<file path="src/rtl/mod_addsub_pipe.sv">
// Pipelined modular adder/subtractor: r = (a +/- b) mod q.
// Two register stages with valid/ready flow control. Both adders are
// segmented carry-lookahead adders; segment carries combine group P/G terms.
module mod_addsub_pipe #(
  parameter int unsigned WIDTH     = 32,
  parameter int unsigned SEG_WIDTH = 16
) (
  input  logic             clk,
  input  logic             rst,
  input  logic             in_valid,
  output logic             in_ready,
  input  logic             mode,
  input  logic [WIDTH-1:0] a_in,
  input  logic [WIDTH-1:0] b_in,
  input  logic [WIDTH-1:0] q_in,
  output logic             out_valid,
  input  logic             out_ready,
  output logic [WIDTH-1:0] r_out,
  output logic             range_err
);

  localparam int unsigned NumSeg = WIDTH / SEG_WIDTH;

  // Segmented carry-lookahead add: returns {carry_out, sum}.
  function automatic logic [WIDTH:0] cla_add(input logic [WIDTH-1:0] x,
                                             input logic [WIDTH-1:0] y,
                                             input logic             cin);
    logic [WIDTH-1:0] g;
    logic [WIDTH-1:0] p;
    logic [WIDTH-1:0] s;
    logic [NumSeg:0]  sc;
    logic             grp_g;
    logic             grp_p;
    logic             c;
    g     = x & y;
    p     = x ^ y;
    s     = '0;
    sc    = '0;
    sc[0] = cin;
    // Group generate/propagate per segment, then segment carry-ins.
    for (int k = 0; k < int'(NumSeg); k++) begin
      grp_g = 1'b0;
      grp_p = 1'b1;
      for (int i = 0; i < int'(SEG_WIDTH); i++) begin
        grp_g = g[k*SEG_WIDTH+i] | (p[k*SEG_WIDTH+i] & grp_g);
        grp_p = grp_p & p[k*SEG_WIDTH+i];
      end
      sc[k+1] = grp_g | (grp_p & sc[k]);
    end
    // Bit carries inside each segment expand from that segment's carry-in.
    for (int k = 0; k < int'(NumSeg); k++) begin
      for (int i = 0; i < int'(SEG_WIDTH); i++) begin
        c = sc[k];
        for (int j = 0; j < i; j++) begin
          c = g[k*SEG_WIDTH+j] | (p[k*SEG_WIDTH+j] & c);
        end
        s[k*SEG_WIDTH+i] = p[k*SEG_WIDTH+i] ^ c;
      end
    end
    return {sc[NumSeg], s};
  endfunction

  // Stage 1 registers
  logic             s1_valid;
  logic [WIDTH:0]   s1_raw;
  logic [WIDTH-1:0] s1_q;
  logic             s1_mode;
  logic             s1_err;

  // Handshake enables
  logic s1_en;
  logic s2_en;

  // Stage 1 combinational results
  logic [WIDTH-1:0] b_op;
  logic [WIDTH:0]   raw_d;
  logic             err_d;

  // Stage 2 combinational results
  logic [WIDTH-1:0] corr;
  logic [WIDTH:0]   sum2;
  logic             use_sum2;
  logic [WIDTH-1:0] r_d;

  // Stage advance whenever the next slot is free or draining this cycle.
  always_comb begin
    s2_en    = !out_valid | out_ready;
    s1_en    = !s1_valid | s2_en;
    in_ready = s1_en;
  end

  // Stage 1: raw sum/difference with carry-out, and operand range check.
  always_comb begin
    b_op  = mode ? ~b_in : b_in;
    raw_d = cla_add(a_in, b_op, mode);
    err_d = (a_in >= q_in) | (b_in >= q_in);
  end

  // Stage 2: one adder serves both corrections. Add mode computes raw - q
  // (its carry-out means raw_low >= q); sub mode computes raw + q.
  always_comb begin
    corr = s1_mode ? s1_q : ~s1_q;
    sum2 = cla_add(s1_raw[WIDTH-1:0], corr, ~s1_mode);
    if (s1_mode) begin
      use_sum2 = ~s1_raw[WIDTH];
    end else begin
      use_sum2 = s1_raw[WIDTH] | sum2[WIDTH];
    end
    r_d = use_sum2 ? sum2[WIDTH-1:0] : s1_raw[WIDTH-1:0];
  end

  // Stage 1 register: capture an accepted beat, drop valid when drained.
  always_ff @(posedge clk) begin
    if (rst) begin
      s1_valid <= 1'b0;
      s1_raw   <= '0;
      s1_q     <= '0;
      s1_mode  <= 1'b0;
      s1_err   <= 1'b0;
    end else if (s1_en) begin
      s1_valid <= in_valid;
      if (in_valid) begin
        s1_raw  <= raw_d;
        s1_q    <= q_in;
        s1_mode <= mode;
        s1_err  <= err_d;
      end
    end
  end

  // Stage 2 / output register: holds while the consumer stalls.
  always_ff @(posedge clk) begin
    if (rst) begin
      out_valid <= 1'b0;
      r_out     <= '0;
      range_err <= 1'b0;
    end else if (s2_en) begin
      out_valid <= s1_valid;
      if (s1_valid) begin
        r_out     <= r_d;
        range_err <= s1_err;
      end
    end
  end

endmodule

</file>
<file path="config.mk">
export PLATFORM = sky130hd
export DESIGN_NAME = mod_addsub_pipe
export DESIGN_NICKNAME = d
export VERILOG_FILES = /design/src/rtl/mod_addsub_pipe.sv
export SDC_FILE = /design/constraint.sdc
export NUM_CORES = 1
export LEC_CHECK = 0
export ABC_AREA = 1
export CORE_ASPECT_RATIO = 1.2
export CORE_MARGIN = 4
export CORE_UTILIZATION = 30
export CTS_CLUSTER_SIZE = 14
export DETAILED_ROUTE_END_ITERATION = 10
export PLACE_DENSITY = 0.53
export SYNTH_ARGS = -nofsm -noshare
export SYNTH_HDL_FRONTEND = slang
export SYNTH_SLANG_ARGS = --single-unit
</file>
<file path="constraint.sdc">
create_clock -name clk -period 11.9 [get_ports clk]
set_clock_uncertainty 0.15 [all_clocks]
set_input_delay 1.19 -clock clk [delete_from_list [all_inputs] [get_ports clk]]
set_output_delay 1.19 -clock clk [all_outputs]
set_load 0.02 [all_outputs]
</file>
==> impl_table.tex, run 1 <==
\begin{tabular}{lr}
\hline
Metric & Value \\
\hline
\multicolumn{2}{l}{\textbf{Yosys}} \\
\quad Post-synth design cell area & a little under 9000 µm² \\
\quad Number of nets in the synthesized netlist & 1419 \\
\quad Total of warnings raised by yosys & 0 \\
\quad Cell count after synthesis & about 1.1k \\
\quad Synth top area cells & dfxtp\_1 (23\%), ha\_1 (18\%), fa\_1 (13\%) \\
\quad Top cell type's share of synthesized area & 22.9\% \\
\quad Primary FF master, synth & dfxtp\_1 \\
\quad Number of enable flip-flop cells after synthesis & 0 \\
\quad Synth async-reset ratio & 0\% \\
\quad Synth cell types & 38 \\
\quad Post-synth top area cell & dfxtp\_1 \\
\quad Seq/Total Area, Yosys & 22.9\% \\
\quad Synth Area per Inst & between 7 and 8 µm² \\
\quad Synth Register Bits & 102 \\
\multicolumn{2}{l}{\textbf{CTS}} \\
\quad Number of buffers added by the clock tree synthesis step & 9 \\
\quad Cts repair resizes & 0 \\
\quad CTS tree & yes \\
\quad Clock slew at reported path FFs & roughly 0.070 ns \\
\quad Hold buffer count at cts & 0 \\
\quad Worst-Skew Late Latency & 0.35 ns \\
\quad Clock sink total & 102 \\
\quad CTS H-tree lvls & 3 \\
\quad Number of buffers inserted to repair setup after CTS & 0 \\
\quad Clock tree buffer depth & 2 \\
\quad Clock tree root buffer cell & clkbuf\_16 \\
\multicolumn{2}{l}{\textbf{Timing}} \\
\quad Tmin final & 9.67 ns \\
\quad Hold violation total from the final report & 0 \\
\quad Final period utilization & about 81\% \\
\quad Setup-violating endpoint count in the final report & 0 \\
\quad Number of slew-limit violations in the final report & 0 \\
\quad Max Clk Rate & 0.103 GHz \\
\quad Sum of negative setup slack & 0 ns \\
\quad Hold slack final & 0.315 ns \\
\quad Max-slew headroom & 49.6\% \\
\quad Worst-Margin Slew & 0.755 ns \\
\quad Setup repair after global routing missed its margin & false \\
\multicolumn{2}{l}{\textbf{GRT}} \\
\quad Met2 layer usage reported by global route & 24.0\% \\
\quad Global routing usage on met3 & 1.78\% \\
\quad Global route hottest layer & met2 \\
\quad Largest net degree at the start of global routing & a little under 90 \\
\quad Total global-route track usage & 14.9\% \\
\quad Global-route wire length before repair & 38600 µm \\
\quad Global routing usage on met1 & between 20\% and 30\% \\
\quad Leftover overflow at the end of global routing & 0 \\
\quad Antenna violations before repair & 0 \\
\quad Number of global-route vias before repair & between 7k and 8k \\
\multicolumn{2}{l}{\textbf{Placement}} \\
\quad Detailed placement HPWL & approximately 20000 µm \\
\quad PortBufs & 135 \\
\quad Placement-stage cell area & roughly 11000 µm² \\
\quad Placed Instances & roughly 1.6k \\
\quad Routability-driven placement congestion ratio & slightly above 0.8 \\
\multicolumn{2}{l}{\textbf{Min path}} \\
\quad Worst Hold Path EP & r\_out[28] \\
\quad Worst Hold Depth & 2 \\
\quad Worst hold path startpoint & r\_out[28] \\
\quad Worst min-delay path class & reg2reg \\
\multicolumn{2}{l}{\textbf{Power}} \\
\quad Power Internal & 790 µW \\
\quad Clock power share & 25.2\% \\
\quad Switching power summed over all nets & about 460 µW \\
\quad Leakage power & around 5 nW \\
\quad Sequential cell fraction of total power & 32.2\% \\
\quad IR Drop Worst-Case VDD & 0.0721 mV \\
\quad Comb power frac & 42.6\% \\
\quad Net switching share of the total power & 36.8\% \\
\quad Total power per unit cell area & 115 nW/µm² \\
\multicolumn{2}{l}{\textbf{Final layout}} \\
\quad Final instance count without filler cells & 1626 \\
\quad Nets@finish & 1525 \\
\quad Antenna Cells & 0 \\
\quad Finished Core Util & a little under two fifths \\
\quad Total non-filler cell area in the finished layout & 10900 µm² \\
\quad Area added between synthesis and finish & 22.3\% \\
\quad Layout cell share with drive strength beyond 1 & 3.63\% \\
\multicolumn{2}{l}{\textbf{Drt}} \\
\quad Detailed-routing iteration count for the pre-antenna-repair pass & 4 \\
\quad Detailed Route WL & approximately 24000 µm \\
\quad Via density & 4.58 \\
\quad Average routed wire per standard cell & approximately 15 µm \\
\quad Number of vias in the routed layout & 7452 \\
\quad Number of violations reported at the end of detailed-routing iteration 0 & 252 \\
\quad Number of routed nets with antenna violations & 0 \\
\quad Post-detailed-route DRC marker count & 0 \\
\multicolumn{2}{l}{\textbf{Setup path}} \\
\quad Biggest cell delay along the critical path & 0.42 ns \\
\quad Endpoint kind of the worst setup timing path & flop \\
\quad Critical path type & in2reg \\
\quad Critical Path Start & mode \\
\quad RR Startpoint & s1\_mode \\
\quad Data arrival time at the worst-slack endpoint & 9.75 ns \\
\quad FF-to-FF path depth & 46 \\
\quad Startpoint Class & input port \\
\quad Worst setup slack for register-to-register paths & 2.75 ns \\
\quad Cell type of the slowest stage on the worst timing path & fa\_1 \\
\quad Reg2reg end & r\_out[31] \\
\quad Biggest fanout along the worst timing path & 20 \\
\quad Worst path required time & between 10 and 15 ns \\
\quad Cell seen most often among critical-path stages & fa\_1 \\
\multicolumn{2}{l}{\textbf{Die}} \\
\quad Total Die Area & 32500 µm² \\
\quad Die width & 165 µm \\
\quad Core area & a little under 30000 µm² \\
\quad Overall die height & 197 µm \\
\quad Num ports & roughly 140 \\
\quad Total number of placement rows & 68 \\
\quad Effective utilization at floorplan & a little under a third \\
\multicolumn{2}{l}{\textbf{Job}} \\
\quad Maximum Capacitance Violations & 0 \\
\multicolumn{2}{l}{\textbf{Run status}} \\
\quad Run status & completed \\
\hline
\end{tabular}
[final cells by class]
type | count | area (µm²)
multi-input combinational | 790 | 5930
clock buffer | 9 | 225
clock inverter | 5 | 83.8
timing repair buffer | 142 | 1400
tap | 385 | 482
fill | 3075 | 18100
inverter | 193 | 724
sequential | 102 | 2040
[cell usage after synthesis (8+ instances only)]
| master | instances |
|---|---|
| o21ai_1 | 35 |
| nand4_1 | 9 |
| nor2_1 | 16 |
| inv_2 | 17 |
| xnor2_1 | 35 |
| fa_1 | 58 |
| nand2_1 | 169 |
| nand3_1 | 79 |
| a211oi_1 | 8 |
| o21ai_0 | 47 |
| dfxtp_1 | 102 |
| xor2_1 | 34 |
| a21oi_1 | 139 |
| inv_1 | 175 |
| clkbuf_1 | 32 |
| ha_1 | 128 |
[routing by layer]
layer	share of wire (%)	vias up	wire [µm]
li1	-	3910	-
met1	50	3416	11900
met2	46	114	11100
met3	3.1	12	740
met4	1.1	0	265
met5	0	-	0
[layout by cell type (no fill, tap or decap), types with 3 or more instances in the layout]
cell               n
a21boi_1           3
xor2_1            34
o21ai_0           47
nor3_1             6
clkdlybuf4s50_1  134
inv_1            175
dfxtp_1          101
a211oi_1           8
nand4_1            9
nor2_1            16
inv_2             17
a21oi_1          139
buf_4              7
o21ai_1           35
fa_1              58
clkbuf_16          9
nand2_1          169
nor4_1             3
nand3_1           79
o21a_1             3
xnor2_1           35
ha_1             128
[cell families (layout without fill, tap and decap cells)]
kind of cell | after synthesis | count (layout) | synth area share (%)
adders and majority gates | 186 | 186 | 31.0
xor gates and xnor gates | 69 | 69 | 6.79
DFF | 102 | 102 | 22.9
AOI/OAI and AO/OA | 248 | 248 | 14.8
buffers and inverters | 240 | 349 | 10.5
and+or+nand+nor | 287 | 287 | 13.9
[sequential cells by signal, indices dropped and copies added (netlist names)]
register   flops
s1_raw        33
r_out         32
s1_q          32
out_valid      1
range_err      1
s1_err         1
s1_mode        1
s1_valid       1
[worst max path at each step]
stage | to | slack [ns] | cells after the start
after floorplan | s1_raw[31] | 2.29 | 36
after global placement | s1_raw[31] | 1.97 | 30
after detailed placement | s1_raw[31] | 1.88 | 30
after CTS | s1_raw[31] | 2.25 | 30
after global routing | s1_raw[31] | 1.69 | 30
final | s1_raw[31] | 2.23 | 30
[power groups by stage]
stage / Clock [mW] / Sequential, mW / Combinational, mW
finish: 0.314 / 0.403 / 0.533
global placement: 0 / 0.410 / 0.528
floorplan: 0 / 0.419 / 0.354
CTS: 0.328 / 0.403 / 0.541
detailed placement: 0 / 0.410 / 0.538
global route: 0.336 / 0.408 / 0.615
[worst max-delay path, delay by kind of cell]
family          cells  cell delay [ns]
compound gates      2             0.16
buf+inv             4             0.92
simple gates        6             0.82
xor+xnor            2             0.34
fa+ha+maj          16             6.28
[through the flow]
stage	power [mW]	worst slack, ns
final	1.25	2.23
after global routing	1.36	1.69
after CTS	1.27	2.25
after detailed placement	0.949	1.88
after global placement	0.938	1.97
after floorplan	0.773	2.29
Power figures use the tool's default switching activity.
==> run 2, diff against run 1 <==
--- a/config.mk
+++ b/config.mk
@@ -11,7 +11,7 @@
 export CORE_UTILIZATION = 30
 export CTS_CLUSTER_SIZE = 14
 export DETAILED_ROUTE_END_ITERATION = 10
-export PLACE_DENSITY = 0.53
+export PLACE_DENSITY = 0.55
 export SYNTH_ARGS = -nofsm -noshare
 export SYNTH_HDL_FRONTEND = slang
 export SYNTH_SLANG_ARGS = --single-unit
==> constraint.sdc (replaced) <==
create_clock -name clk -period 8.3 [get_ports clk]
set_clock_uncertainty 0.15 [all_clocks]
set_input_delay 0.83 -clock clk [delete_from_list [all_inputs] [get_ports clk]]
set_output_delay 0.83 -clock clk [all_outputs]
set_load 0.02 [all_outputs]
==> run 2 against run 1 <==
Worst hold slack gained 0.00062 ns. Register-to-register slack got worse by 2.3 ns. Wire length increased by 7.2%. Non-clock buffer count up 123. Clock power increased by 39%. Final area grew 12%. Global-route usage grew 1.0 points. Combinational power grew 75%. Total power increased by 56%. Flip-flop and latch count did not move. Via count rose by 7.3%. Worst setup slack worse by 2.2 ns. Critical path type unchanged. Critical endpoint unchanged.
==> impl_table.tex, run 2 (same netlist as run 1, synthesis figures left out) <==
\begin{tabular}{lr}
\hline
Metric & Value \\
\hline
\multicolumn{2}{l}{\textbf{Power}} \\
\quad IR Drop Worst-Case VDD & 0.117 mV \\
\quad Clock power share & 22.5\% \\
\quad Comb power frac & a little under half \\
\quad Switching power summed over all nets & $\sim$740 µW \\
\quad Sequential cell fraction of total power & just under 30\% \\
\quad Power Internal & approximately 1.2 mW \\
\quad Total power per unit cell area & 160 nW/µm² \\
\quad Leakage power & 5.77 nW \\
\quad Net switching share of the total power & between 30\% and 40\% \\
\quad Total power after layout & 1.95 mW \\
\multicolumn{2}{l}{\textbf{GRT}} \\
\quad Global-route wire length before repair & approximately 41000 µm \\
\quad Antenna violations before repair & 0 \\
\quad Leftover overflow at the end of global routing & 0 \\
\quad Global routing usage on met1 & a little under a quarter \\
\quad Global routing usage on met3 & between 1.5 and 2\% \\
\quad Largest net degree at the start of global routing & 92 \\
\quad Total global-route track usage & 15.9\% \\
\quad Global route hottest layer & met2 \\
\quad Met2 layer usage reported by global route & between 20\% and 30\% \\
\quad Number of global-route vias before repair & 8086 \\
\multicolumn{2}{l}{\textbf{Final layout}} \\
\quad Leading cell types in the layout, fill and taps excluded & inv\_1 (171), nand2\_1 (166), a21oi\_1 (132) \\
\quad Antenna Cells & 0 \\
\quad Final instance count without filler cells & around 1.8k \\
\quad Finished Core Util & 42.1\% \\
\quad Filler Cell Count & 2937 \\
\quad Nets@finish & 1648 \\
\quad Layout cell share with drive strength beyond 1 & roughly 18\% \\
\quad Sequential standard cell area & 2050 µm² \\
\quad Area added between synthesis and finish & 37.1\% \\
\quad Total non-filler cell area in the finished layout & 12200 µm² \\
\quad Area of combinational cells with multiple inputs & 6290 µm² \\
\quad Register name with the most flops & s1\_raw \\
\quad Leading registers by flop count & s1\_raw x33, r\_out x32, s1\_q x32 \\
\quad Most common cell after layout, fill and taps aside & inv\_1 \\
\quad Number of flip-flops under the largest register name & 33 \\
\multicolumn{2}{l}{\textbf{Die}} \\
\quad Die width & $\sim$170 µm \\
\quad Num ports & about 140 \\
\quad Total Die Area & about 32000 µm² \\
\quad Total number of placement rows & 68 \\
\quad Core area & 29000 µm² \\
\quad Overall die height & 197 µm \\
\quad Effective utilization at floorplan & 30.7\% \\
\multicolumn{2}{l}{\textbf{CTS}} \\
\quad Clock sink total & 102 \\
\quad CTS tree & yes \\
\quad Clock slew at reported path FFs & 0.08 ns \\
\quad CTS H-tree lvls & 3 \\
\quad Number of buffers added by the clock tree synthesis step & 9 \\
\quad Worst-Skew Late Latency & 0.37 ns \\
\quad Hold buffer count at cts & 0 \\
\quad Clock tree root buffer cell & clkbuf\_16 \\
\quad Clock tree buffer depth & 2 \\
\multicolumn{2}{l}{\textbf{Placement}} \\
\quad Placement-stage cell area & 11200 µm² \\
\quad Routability-driven placement congestion ratio & 0.803 \\
\quad Placed Instances & approximately 1.7k \\
\quad Detailed placement HPWL & 20300 µm \\
\quad PortBufs & 135 \\
\multicolumn{2}{l}{\textbf{Drt}} \\
\quad Number of violations reported at the end of detailed-routing iteration 0 & 315 \\
\quad Number of routed nets with antenna violations & 0 \\
\quad Detailed-routing iteration count for the pre-antenna-repair pass & 4 \\
\quad Average routed wire per standard cell & around 15 µm \\
\quad Post-detailed-route DRC marker count & 0 \\
\quad Detailed Route WL & 25700 µm \\
\quad Number of vias in the routed layout & 7997 \\
\quad Via density & 4.57 \\
\multicolumn{2}{l}{\textbf{Timing}} \\
\quad Sum of negative setup slack & 0 ns \\
\quad Worst-Margin Slew & 0.790 ns \\
\quad Setup-violating endpoint count in the final report & 0 \\
\quad Hold violation total from the final report & 0 \\
\quad Number of slew-limit violations in the final report & 0 \\
\quad Max Clk Rate & 0.121 GHz \\
\quad Final period utilization & 99.4\% \\
\quad Setup repair after global routing missed its margin & true \\
\quad Max-slew headroom & 47.3\% \\
\quad Tmin final & 8.25 ns \\
\multicolumn{2}{l}{\textbf{Setup path}} \\
\quad Biggest cell delay along the critical path & between 0.5 and 0.6 ns \\
\quad Data arrival time at the worst-slack endpoint & 8.35 ns \\
\quad Critical path type & in2reg \\
\quad Startpoint Class & input port \\
\quad Endpoint kind of the worst setup timing path & flop \\
\quad Worst path required time & 8.40 ns \\
\quad Cell type of the slowest stage on the worst timing path & clkdlybuf4s50\_1 \\
\quad Biggest fanout along the worst timing path & 2 \\
\quad Cell seen most often among critical-path stages & fa\_2 \\
\multicolumn{2}{l}{\textbf{Min path}} \\
\quad Worst min-delay path class & reg2reg \\
\multicolumn{2}{l}{\textbf{Run status}} \\
\quad Run status & completed \\
\multicolumn{2}{l}{\textbf{Job}} \\
\quad Maximum Capacitance Violations & 0 \\
\hline
\end{tabular}
[run 2: changes by cell type in the layout (fill, tap and decap cells not counted), moves of 7 or more]
cell             previous run  this run
a21oi_1                   139       132
xnor2_1                    35        24
fa_1                       58        28
fa_2                        0        30
dlymetal6s2s_1              0         8
xnor2_2                     0         9
buf_4                       7       125
clkdlybuf4s50_1           134       116
[run 2: worst max-delay path, delay by kind of cell]
kind / cells / cell delay (ns)
fa+ha+maj: 16 / 5.57
xor+xnor: 2 / 0.27
buf+inv: 3 / 0.65
simple gates: 6 / 0.86
compound gates: 2 / 0.16
[run 2: worst paths after layout]
kind | start | endpoint | slack (ns) | depth (start not counted)
worst min-delay path | r_out[29] | r_out[29] | 0.32 | 2
worst max-delay path | b_in[13] | s1_raw[31] | 0.05 | 29
worst min register to register | r_out[29] | r_out[29] | 0.32 | 2
worst max register to register | s1_mode | r_out[31] | 0.43 | 45
[run 2: power by group through the flow]
| stage | clock (mW) | sequential [mW] | combinational [mW] |
|---|---|---|---|
| global route | 0.476 | 0.587 | 1.06 |
| finish | 0.438 | 0.579 | 0.931 |
| detailed placement | 0 | 0.590 | 0.836 |
| CTS | 0.454 | 0.579 | 0.901 |
| floorplan | 0 | 0.601 | 0.514 |
| global placement | 0 | 0.589 | 0.818 |
[run 2: what timing repair did]
| action | 4_1_cts | 5_1_grt |
|---|---|---|
| gates resized for setup | 33 | 76 |
| pin swaps | 4 | 26 |
| setup buffers | 47 | 3 |
| endpoints found under the setup margin | 4 | 5 |
[run 2: final cells by class]
cell class,instances,share of cell area (%)
flip-flops and latches,102,16.8
clock buffers,9,1.85
repair buffers,265,19.4
inverters,193,5.94
clock inverters,7,0.605
well taps,385,3.95
multi-input cells,790,51.5
[run 2: stage by stage]
| stage | worst slack [ns] | hold WS, ns |
|---|---|---|
| floorplan | -0.00155 | 0.299 |
| global placement | -0.694 | 0.303 |
| detailed placement | -0.764 | 0.308 |
| CTS | 0.0218 | 0.320 |
| global route | -0.122 | 0.333 |
| finish | 0.0487 | 0.315 |
[run 2: routing by layer]
metal / share of wire, % / vias to the layer above
met3: 3.6 / 16
met1: 48 / 3702
met2: 47 / 114
met4: 1.2 / 0
met5: 0 / -
li1: - / 4165
==> run 3, diff against run 2 <==
--- a/config.mk
+++ b/config.mk
@@ -7,11 +7,9 @@
 export LEC_CHECK = 0
 export ABC_AREA = 1
 export CORE_ASPECT_RATIO = 1.2
-export CORE_MARGIN = 4
+export CORE_MARGIN = 2
 export CORE_UTILIZATION = 30
-export CTS_CLUSTER_SIZE = 14
 export DETAILED_ROUTE_END_ITERATION = 10
-export PLACE_DENSITY = 0.55
 export SYNTH_ARGS = -nofsm -noshare
 export SYNTH_HDL_FRONTEND = slang
 export SYNTH_SLANG_ARGS = --single-unit
==> run 3 against run 2 <==
Total power is 2.7% lower. Global-route usage is 0.14 points lower. Maximum frequency is 0.77% higher. Core utilization is 1.5 points lower. Worst hold slack worse by 0.0025 ns. Combinational power is 7.7% lower. Critical path depth is 6 higher. First-iteration DRC count is 4.4% higher. Register-to-register slack worse by 0.10 ns. Sequential share of layout area is 0.38 points higher. Sequential power hardly changed. Critical endpoint unchanged. Largest power group unchanged.
==> impl_table.tex, run 3 (same netlist as run 1, synthesis figures left out) <==
\begin{tabular}{lr}
\hline
Metric & Value \\
\hline
\multicolumn{2}{l}{\textbf{Run status}} \\
\quad Run status & completed \\
\multicolumn{2}{l}{\textbf{CTS}} \\
\quad Clock sink total & roughly 100 \\
\quad Clock tree buffer depth & 2 \\
\quad Worst-Skew Late Latency & 0.36 ns \\
\quad Clock tree root buffer cell & clkbuf\_16 \\
\quad CTS H-tree lvls & 3 \\
\quad CTS tree & yes \\
\quad Clock slew at reported path FFs & 0.07 ns \\
\quad Number of buffers added by the clock tree synthesis step & 9 \\
\multicolumn{2}{l}{\textbf{Placement}} \\
\quad PortBufs & 135 \\
\quad Routability-driven placement congestion ratio & just under 0.9 \\
\quad Detailed placement HPWL & 19800 µm \\
\quad Placed Instances & 1692 \\
\quad Placement-stage cell area & 11200 µm² \\
\multicolumn{2}{l}{\textbf{Power}} \\
\quad Switching power summed over all nets & 690 µW \\
\quad Leakage power & $\sim$5.6 nW \\
\quad IR Drop Worst-Case VDD & $\sim$0.11 mV \\
\quad Power Internal & 1.21 mW \\
\quad Total power per unit cell area & 159 nW/µm² \\
\quad Clock power share & 24.2\% \\
\quad Sequential cell fraction of total power & a little under a third \\
\quad Net switching share of the total power & 36.4\% \\
\quad Comb power frac & between 40\% and 50\% \\
\quad Total power after layout & between 1.5 and 2 mW \\
\multicolumn{2}{l}{\textbf{Die}} \\
\quad Core area & about 29000 µm² \\
\quad Total Die Area & 31100 µm² \\
\quad Effective utilization at floorplan & a little under a third \\
\quad Overall die height & $\sim$190 µm \\
\quad Num ports & 136 \\
\quad Die width & 161 µm \\
\quad Total number of placement rows & 69 \\
\multicolumn{2}{l}{\textbf{Setup path}} \\
\quad Cell seen most often among critical-path stages & fa\_2 \\
\quad Cell type of the slowest stage on the worst timing path & fa\_2 \\
\quad Endpoint kind of the worst setup timing path & flop \\
\quad Data arrival time at the worst-slack endpoint & 8.27 ns \\
\quad Biggest cell delay along the critical path & 0.36 ns \\
\quad Critical path type & in2reg \\
\quad Startpoint Class & input port \\
\quad Worst path required time & 8.38 ns \\
\quad Biggest fanout along the worst timing path & 8 \\
\multicolumn{2}{l}{\textbf{Drt}} \\
\quad Number of violations reported at the end of detailed-routing iteration 0 & 329 \\
\quad Average routed wire per standard cell & 13.9 µm \\
\quad Number of routed nets with antenna violations & 0 \\
\quad Detailed Route WL & 23800 µm \\
\quad Post-detailed-route DRC marker count & 0 \\
\quad Number of vias in the routed layout & 7789 \\
\quad Via density & 4.54 \\
\quad Detailed-routing iteration count for the pre-antenna-repair pass & 4 \\
\multicolumn{2}{l}{\textbf{Final layout}} \\
\quad Area of combinational cells with multiple inputs & 6300 µm² \\
\quad Sequential standard cell area & 2050 µm² \\
\quad Final instance count without filler cells & 1715 \\
\quad Antenna Cells & 0 \\
\quad Total non-filler cell area in the finished layout & 11900 µm² \\
\quad Most common cell after layout, fill and taps aside & inv\_1 \\
\quad Filler Cell Count & 2956 \\
\quad Leading registers by flop count & s1\_raw x33, r\_out x32, s1\_q x32 \\
\quad Layout cell share with drive strength beyond 1 & about 15\% \\
\quad Nets@finish & 1607 \\
\quad Register name with the most flops & s1\_raw \\
\quad Number of flip-flops under the largest register name & 33 \\
\quad Leading cell types in the layout, fill and taps excluded & inv\_1 (170), nand2\_1 (165), a21oi\_1 (137) \\
\quad Area added between synthesis and finish & 34.0\% \\
\multicolumn{2}{l}{\textbf{Timing}} \\
\quad Setup repair after global routing missed its margin & true \\
\quad Number of slew-limit violations in the final report & 0 \\
\quad Max-slew headroom & 51.2\% \\
\quad Hold violation total from the final report & 0 \\
\quad Worst-Margin Slew & 0.733 ns \\
\quad Setup-violating endpoint count in the final report & 0 \\
\quad Max Clk Rate & 0.122 GHz \\
\quad Final period utilization & 98.7\% \\
\quad Tmin final & slightly above 8 ns \\
\multicolumn{2}{l}{\textbf{GRT}} \\
\quad Global route hottest layer & met2 \\
\quad Total global-route track usage & between 15 and 20\% \\
\quad Number of global-route vias before repair & 7727 \\
\quad Antenna violations before repair & 0 \\
\quad Global-route wire length before repair & 39200 µm \\
\quad Global routing usage on met1 & $\sim$22\% \\
\quad Met2 layer usage reported by global route & 26.3\% \\
\quad Largest net degree at the start of global routing & 90 \\
\quad Leftover overflow at the end of global routing & 0 \\
\quad Global routing usage on met3 & under 10\% \\
\multicolumn{2}{l}{\textbf{Job}} \\
\quad Maximum Capacitance Violations & 0 \\
\multicolumn{2}{l}{\textbf{Min path}} \\
\quad Worst min-delay path class & reg2reg \\
\hline
\end{tabular}
==> run 3: through the flow <==
stage / worst slack, ns / hold WS [ns] / utilization (%) / TNS [ns]
CTS: 0.000482 / 0.317 / 39.5 / 0
detailed placement: -0.775 / 0.306 / 38.0 / -2.59
global route: -0.227 / 0.336 / 40.5 / -0.305
finish: 0.112 / 0.313 / 40.5 / 0
global placement: -0.641 / 0.303 / 38.0 / -2.26
floorplan: -0.00155 / 0.299 / - / -0.00155
==> run 3: layout make-up <==
| class | count | share of cell area [%] |
|---|---|---|
| flip-flops and latches | 102 | 17.2 |
| well taps | 390 | 4.09 |
| clock buffers | 11 | 1.95 |
| inverters | 193 | 6.07 |
| multi-input cells | 790 | 52.8 |
| repair buffers | 224 | 17.2 |
| clock inverters | 5 | 0.692 |
==> run 3: final timing paths <==
| kind | start | end | slack, ns | depth (start not counted) |
|---|---|---|---|---|
| worst max-delay path | mode | s1_raw[31] | 0.11 | 35 |
| worst min-delay path | r_out[29] | r_out[29] | 0.31 | 2 |
| worst max register to register | s1_mode | r_out[30] | 0.33 | 44 |
| worst min register to register | r_out[29] | r_out[29] | 0.31 | 2 |
==> run 3: power groups by stage <==
stage                     sequential [mW]  clock (mW)  combinational (mW)
after floorplan                     0.601           0               0.514
after global placement              0.588           0               0.806
after detailed placement            0.589           0               0.826
after CTS                           0.578       0.473               0.843
after global routing                0.586       0.491               0.989
final                               0.579       0.458               0.859
==> run 3: repair_timing <==
item,in CTS,in global routing
buffers inserted,3,4
gates resized for setup,39,66
pin swaps,4,10
endpoints found under the setup margin,4,4
hold buffers,0,0
==> run 3: metal layers <==
layer,routed length [µm],part of all wire (%)
met4,437,1.8
met3,678,2.8
met5,0,0
met1,11700,49
met2,11000,46
==> run 3: worst max-delay path, delay by kind of cell <==
kind | cells | cell delay (ns)
adders and majority gates | 16 | 5.53
AOI/OAI and AO/OA | 9 | 0.91
xor gates and xnor gates | 2 | 0.32
buffers and inverters | 3 | 0.24
and+or+nand+nor | 5 | 0.42
